===== src/rtl/sr_sequencer_if.sv =====
// rtl/sr_sequencer_if.sv - command handshake bundle for sr_sequencer
interface sr_sequencer_if;
  logic       cmd_valid;
  logic       cmd_ready;
  logic [1:0] cmd_op;
  logic [3:0] cmd_data;
  logic [2:0] cmd_count;
  logic       cmd_fill;

  modport master (
    output cmd_valid, cmd_op, cmd_data, cmd_count, cmd_fill,
    input  cmd_ready
  );

  modport slave (
    input  cmd_valid, cmd_op, cmd_data, cmd_count, cmd_fill,
    output cmd_ready
  );
endinterface


===== src/rtl/sr_sequencer.sv =====
// rtl/sr_sequencer.sv - command-driven controller for a 4-bit universal shift register
// Optional macro SR_SEQ_ROTATE_EN: op 11 rotates right; otherwise op 11 completes with no shift.
module sr_sequencer (
  input  logic               clk,
  input  logic               clear,
  sr_sequencer_if.slave      cmd,
  input  logic [3:0]         A_in,
  output logic [3:0]         I,
  output logic [1:0]         s,
  output logic               SIL,
  output logic               SIR,
  output logic               done
);

  typedef enum logic [1:0] {
    IDLE  = 2'b00,
    LOAD  = 2'b01,
    SHIFT = 2'b10,
    DONE  = 2'b11
  } state_t;

`ifdef SR_SEQ_ROTATE_EN
  localparam bit rotate_en = 1'b1;
`else
  localparam bit rotate_en = 1'b0;
`endif

  state_t     state;
  logic [1:0] op_q;
  logic [2:0] cnt;
  logic       sil_q;
  logic       sir_q;
  logic       shift_ok;

  assign cmd.cmd_ready = (state == IDLE);

  // A shift op only reaches SHIFT with a nonzero count; op 11 also needs rotate support.
  assign shift_ok = (cmd.cmd_count != 3'd0) && ((cmd.cmd_op != 2'b11) || rotate_en);

  always_ff @(posedge clk) begin
    if (clear) begin
      state <= IDLE;
      op_q  <= 2'b00;
      cnt   <= 3'd0;
      s     <= 2'b11;
      I     <= 4'b0000;
      sil_q <= 1'b0;
      sir_q <= 1'b0;
      done  <= 1'b0;
    end else begin
      done <= 1'b0;
      case (state)
        IDLE: begin
          if (cmd.cmd_valid) begin
            op_q <= cmd.cmd_op;
            cnt  <= cmd.cmd_count;
            if (cmd.cmd_op == 2'b00) begin
              state <= LOAD;
              s     <= 2'b00;
              I     <= cmd.cmd_data;
            end else if (shift_ok) begin
              state <= SHIFT;
              s     <= (cmd.cmd_op == 2'b10) ? 2'b10 : 2'b01;
              sil_q <= (cmd.cmd_op == 2'b01) && cmd.cmd_fill;
              sir_q <= (cmd.cmd_op == 2'b10) && cmd.cmd_fill;
            end else begin
              state <= DONE;
              done  <= 1'b1;
            end
          end
        end
        LOAD: begin
          state <= DONE;
          s     <= 2'b11;
          done  <= 1'b1;
        end
        SHIFT: begin
          if (cnt == 3'd1) begin
            state <= DONE;
            s     <= 2'b11;
            sil_q <= 1'b0;
            sir_q <= 1'b0;
            done  <= 1'b1;
          end
          cnt <= cnt - 3'd1;
        end
        DONE: begin
          state <= IDLE;
        end
        default: begin
          state <= IDLE;
          s     <= 2'b11;
        end
      endcase
    end
  end

  assign SIR = sir_q;

`ifdef SR_SEQ_ROTATE_EN
  // Rotate feeds the current LSB straight back into the MSB each shift cycle.
  assign SIL = ((state == SHIFT) && (op_q == 2'b11)) ? A_in[0] : sil_q;
  logic unused_a_hi;
  assign unused_a_hi = ^A_in[3:1];
`else
  assign SIL = sil_q;
  logic unused_feedback;
  assign unused_feedback = ^{A_in, op_q};
`endif

endmodule


===== src/flat_wrapper.sv =====
// flat-port wrapper written by rule: the top's interface ports become plain ports
module sr_sequencer_flat 
  (clk, clear, A_in, I, s, SIL, SIR, done, cmd_cmd_valid, cmd_cmd_op, cmd_cmd_data, cmd_cmd_count, cmd_cmd_fill, cmd_cmd_ready);
  sr_sequencer_if cmd_i ();
  input  logic clk;
  input  logic clear;
  input  logic [3:0] A_in;
  output logic [3:0] I;
  output logic [1:0] s;
  output logic SIL;
  output logic SIR;
  output logic done;
  input wire logic [$bits(cmd_i.cmd_valid)-1:0] cmd_cmd_valid;
  input wire logic [$bits(cmd_i.cmd_op)-1:0] cmd_cmd_op;
  input wire logic [$bits(cmd_i.cmd_data)-1:0] cmd_cmd_data;
  input wire logic [$bits(cmd_i.cmd_count)-1:0] cmd_cmd_count;
  input wire logic [$bits(cmd_i.cmd_fill)-1:0] cmd_cmd_fill;
  output wire logic [$bits(cmd_i.cmd_ready)-1:0] cmd_cmd_ready;
  assign cmd_i.cmd_valid = cmd_cmd_valid;
  assign cmd_i.cmd_op = cmd_cmd_op;
  assign cmd_i.cmd_data = cmd_cmd_data;
  assign cmd_i.cmd_count = cmd_cmd_count;
  assign cmd_i.cmd_fill = cmd_cmd_fill;
  assign cmd_cmd_ready = cmd_i.cmd_ready;
  sr_sequencer u_core (.clk(clk), .clear(clear), .cmd(cmd_i), .A_in(A_in), .I(I), .s(s), .SIL(SIL), .SIR(SIR), .done(done));
endmodule

===== config.mk =====
export PLATFORM = sky130hd
export DESIGN_NAME = sr_sequencer_flat
export DESIGN_NICKNAME = d
export VERILOG_FILES = /design/src/rtl/sr_sequencer_if.sv /design/src/rtl/sr_sequencer.sv /design/src/flat_wrapper.sv
export SDC_FILE = /design/constraint.sdc
export NUM_CORES = 1
export LEC_CHECK = 0
export CAP_MARGIN = 30
export CORE_UTILIZATION = 40
export DETAILED_ROUTE_END_ITERATION = 16
export PLACE_DENSITY = 0.7
export SYNTH_ARGS = -nofsm -noshare
export SYNTH_HDL_FRONTEND = slang
export SYNTH_SLANG_ARGS = --single-unit

===== constraint.sdc =====
create_clock -name clk -period 1.62 [get_ports clk]
set_input_delay 0.243 -clock clk [delete_from_list [all_inputs] [get_ports clk]]
set_output_delay 0.243 -clock clk [all_outputs]
set_load 0.01 [all_outputs]

* Word-level counts from Yosys, hierarchy flattened
Cells that the tools add are included.
** Word-level totals
- Register bits after elaboration :: 14
- Bits in latches :: 0
- Bits in writable memories :: 0
- Bits in read-only memories :: 0
- Input port bits :: 17
- Word-level logic and storage cells :: 59
- Memories :: 0
** Operators by class
- Add/sub/neg operators :: 1
- $mul :: 0
- Div/mod/pow operators :: 0
- $lt $le $gt $ge :: 0
- Equality and inequality tests :: 12
- Shifts and indexed selects :: 0
- Muxes and demuxes :: 26
- Bitwise operators :: 0
- Reduce and logical (&&, ||, !) cells :: 13
** Operators with widths (number)
- two-way mux 2 bit :: 7
- two-way mux 1 bit :: 12
- one-hot mux 2 bit (4 select lines) :: 1
- == test 2 bit (second input constant) :: 3
- inequality test 2 bit (second input constant) :: 3
- one-hot mux 2 bit (3 select lines) :: 1
- one-hot mux 3 bit (2 select lines) :: 1
- nonzero test 3 bit :: 2
- AND reduction 5 bit :: 1
- == test 2 x 1 -> 1 bit (second input constant) :: 2
- zero test 2 bit :: 2
- inequality test 2 x 1 -> 1 bit (second input constant) :: 2
- one-hot mux 1 bit (2 select lines) :: 2
- AND reduction 2 bit :: 2
- AND reduction 4 bit :: 1
- == test 3 x 1 -> 1 bit (second input constant) :: 1
- logical AND 1 bit :: 3
- two-way mux 3 bit :: 1
- inequality test 3 x 1 -> 1 bit (second input constant) :: 1
- one-hot mux 1 bit (3 select lines) :: 1
- AND reduction 3 bit :: 1
- subtractor 3 x 1 -> 3 bit (second input constant) :: 1
- nonzero test 2 bit :: 1

* Depth between registers and ports, before layout
- Word-level depth :: 6
- Depth in mapped cells :: 7
- Gate-level depth less buffers :: 6

* Worst setup path before layout
No wires, ideal clock.
- Path kind :: register -> register
- Start :: register u_core.state[0]
- End :: register u_core.s[0]
- Arrival time :: 1.546 ns
- Data required time :: 1.497 ns
- Setup slack :: -0.049 ns
- Cell stages (with the launch flop) :: 7
- Period minus slack after synthesis :: 1.669 ns
- Cell sequence :: dfxtp_1 > inv_1 > ha_1 > nor2b_4 > a21oi_4 > or3b_4 > mux2i_1
** Between the ends
- Cells in the longest elaborated chain, start to end :: 3
- Elaborated cells on any way between the ends :: 9
** RTL lines
- start, declared :: RTL line sr_sequencer.sv:28 : state_t state;
- start signal, assigned :: RTL line sr_sequencer.sv:42 : state <= IDLE;
- start signal, assigned :: RTL line sr_sequencer.sv:58 : state <= LOAD;
- start signal, assigned :: RTL line sr_sequencer.sv:62 : state <= SHIFT;
- zero test 2 bit (*)
- net cmd_cmd_ready :: RTL line flat_wrapper.sv:18 : output wire logic [$bits(cmd_i.cmd_ready)-1:0] cmd_cmd_ready;
- inequality test 3 x 1 -> 1 bit (no line), or another cell as far along
- AND reduction 4 bit (no line)
- end signal, assigned :: RTL line sr_sequencer.sv:63 : s <= (cmd.cmd_op == 2'b10) ? 2'b10 : 2'b01;
- end, declared :: RTL line sr_sequencer.sv:9 : output logic [1:0] s,
The timed path passes the listed nets; every way through them passes the cells marked *.
A chain may end at the register's enable or synchronous reset.

* Worst setup path after layout
- Start :: register u_core.state[1]
- End :: register u_core.s[1]
** Between the ends
- Cells in the longest elaborated chain, start to end :: 3
- Elaborated cells on any way between the ends :: 9
** RTL lines
- == test 2 bit, or another cell as far along :: RTL line sr_sequencer.sv:52 : case (state)
- inequality test 2 x 1 -> 1 bit (no line), or another cell as far along
- AND reduction 4 bit (no line)
Several ways; a longest one is shown, not always the timed one.

==> metrics <==
status finished, final reports clean; Slowest cell on crit path or3b_4; Post-Synth Simple-Gate Area between 20% and 30%; yosys warns 0; CTS H-tree lvls 1; Mean Syn Cell Area approximately 9.1 um2; Final min period approximately 1.5 ns; post-synth net total ~120; Critical Path Fanout Max 8; Rows 16; Relative slew margins between 70% and 80%; worst hold path class flip-flop to flip-flop; crit end category flip-flop; crit path DAT 1.69 ns; final setup violation count 0; RR Endpoint u_core.s[1]; mapped cell area roughly 800 um2; critical path depth in cells 6; Hold Fails Final Rpt 0; Synth Area in XOR/XNOR approximately 1.1%; number of global-route vias before repair between 600 and 700; Slew Viols, Final 0; largest net degree at the start of global routing 13; Final Non-Filler Cells 147; post-synth top area share approximately a third; final WL about 1700 um; vias per inst just under 5; Cell variety after synth 31; Layout area overhead 41.1%; worst r2r src u_core.state[1]; CTS tree yes; period utilization 94.8%; Tot Pwr 1.73 mW; CTS Buf Count 3; Synth Area in Compound Gates between 10% and 20%; post-synthesis mux area share between 10% and 20%; Seq/Total Area, Yosys between 30% and 40%; CTS Buffer Depth 2; Storage cell area 282 um2; Antenna Nets Post-Route 0; Design Area, Final approximately 1200 um2; Hold Crit Start u_core.cnt[1]; Worst Hold Path EP u_core.cnt[1]; Placer Congestion a little under 0.8; Port Buffers 22; initial cell density of the core about 42%; RSZ-0062 raised after global routing no; Synth Area in Adders between 10% and 20%; Max Clk Rate between 0.6 and 0.7 GHz; hold buffer count at cts 0; DPL Wire Length roughly 1300 um; max incr delay on CP slightly above 0.4 ns; Area contributors post-synth dfxtp_1 34%, mux2i_1 12%, ha_1 11%; multi-input combinational cell area about 530 um2; Crit Path Class flip-flop to flip-flop; dpl cells around 140; # IOs 27; post-CTS setup buffer count 0; TritonCTS Sinks 14; r2r setup slk 0.08 ns; post-synthesis async set-or-reset flop share 0%; Worst Hold Path Cells 2; crit path buf inv count 1; CP Launch Type flip-flop; R2R cell count 6; top_reg_cell synth dfxtp_1; crit-path cells inv_2 > ha_4 > nor2b_4 > a21oi_4 > or3b_4 > mux2i_1; largest family of logic cells by synthesized area simple AND/OR/NAND/NOR gates; cell count after synthesis 91; Overall Global Routing Usage between 10% and 20%; Residual DRC 0; Worst IR Drop VDD 0.000948 V; DIE AREA 2250 um2; Post-synth EDFFs 0; global-route wire length before repair ~2700 um; Worst Path Required around 1.8 ns; Reg clk slew, reported paths about 0.10 ns; Max-Cap Viols 0; Leak about 0.48 nW; Filler cells around 190; Die Width roughly 47 um; via count about 730; Util after Layout around three fifths; Ant. Diodes 0; Crit path max-delay family simple AND/OR/NAND/NOR gates; worst clock skew 0.0151 ns; power density over the cells roughly 1500 nW/um2; area of the core just under 2000 um2; share of cells above drive strength 1 roughly a fifth; Pre-Repair DR Iteration Count 4; hold slack roughly 0.46 ns; area leader, netlist dfxtp_1; Clock Latency Late Sink roughly 0.28 ns; Die H around 47 um; drt initial violations 12; Layout Nets about 150; Clock Tree Root clkbuf_4; worst slew pin tran between 0.3 and 0.4 ns; Seq cells post-synth 14; Overflow after GRT 0; initial antenna violation count 0; wire per inst roughly 12 um; post-place instance area around 1100 um2
## layer usage
metal,track usage (%),up-vias,routed length [um]
met5,0,-,0
met4,3.43,0,9
met3,4.62,2,77
met2,31.5,21,884
met1,20.9,331,742
li1,-,375,-
## synthesized netlist by cell type, types with 2 or more instances
| cell type | count |
|---|---|
| dfxtp_1 | 14 |
| nor2_1 | 12 |
| mux2i_1 | 10 |
| ha_1 | 7 |
| a21oi_1 | 5 |
| inv_1 | 4 |
| nor2b_1 | 4 |
| nand2_1 | 3 |
| nand2b_1 | 3 |
| nor3_1 | 3 |
| o21ai_0 | 3 |
| and3_2 | 2 |
| clkbuf_1 | 2 |
| or3_1 | 2 |
## cells in the final DEF (no fill, tap or decap), types with 2 or more instances in the layout
cell             synthesis  layout
clkbuf_4                 0       3
or3_1                    2       2
nand2_1                  3       3
buf_4                    1       7
mux2i_1                 10      10
inv_2                    0       2
nor2b_1                  4       4
nor2_1                  12      12
ha_1                     7       6
nand2b_1                 3       3
dfxtp_1                 14      13
nor3_1                   3       3
and3_2                   2       2
a21oi_1                  5       4
clkdlybuf4s50_1          0      21
o21ai_0                  3       3
inv_1                    4       2
## metrics by stage
step	worst slack, ns	setup TNS [ns]
3_5_place_dp	-0.109	-0.436
5_1_grt	0.0168	0
2_1_floorplan	0.0254	0
3_3_place_gp	-0.0938	-0.309
4_1_cts	0.0189	0
6_report	0.0842	0
## kinds of logic after synthesis
kind of cell,Yosys count
adders and majority gates,7
xor gates and xnor gates,1
AOI/OAI and AO/OA,15
muxes,10
buffers and inverters,8
DFF,14
and+or+nand+nor,36
## registers in the layout, indices dropped and copies added, names as in the netlist
register,count
u_core.state,2
u_core.I,4
u_core.cnt,3
u_core.s,2
u_core.SIL,1
u_core.SIR,1
u_core.done,1
## what timing repair did
action / 4_1_cts / 5_1_grt
setup endpoints to repair: 4 / 5
pin swaps: 0 / 0
gates resized for setup: 4 / 2
## layout make-up
class / count / area share, %
flip-flops and latches: 14 / 24.2
clock buffers: 4 / 3.12
multi-input cells: 69 / 45.2
repair buffers: 29 / 23.3
inverters: 4 / 1.29
well taps: 27 / 2.90
## where the power goes
group	leakage, nW	internal (mW)	switching [mW]
logic	0.339	0.531	0.470
registers	0.115	0.429	0.0507
clock network	0.0210	0.137	0.115
## worst reg2reg max path, cell delays in order (launching register included)
cell	delay [ns]
dfxtp_2	0.37
inv_2	0.07
ha_4	0.18
nor2b_4	0.13
a21oi_4	0.12
or3b_4	0.41
mux2i_1	0.13
## how the worst max path moves through the flow
stage	startpoint	endpoint	slack, ns
2_1_floorplan	u_core.state[0]	u_core.s[0]	0.03
3_3_place_gp	cmd_cmd_count[0]	u_core.SIL	-0.09
3_5_place_dp	cmd_cmd_count[0]	u_core.SIL	-0.11
4_1_cts	u_core.state[1]	u_core.cnt[0]	0.02
5_1_grt	u_core.state[0]	u_core.cnt[2]	0.02
6_report	u_core.state[1]	u_core.s[1]	0.08
(Power assumes the default switching activity.)
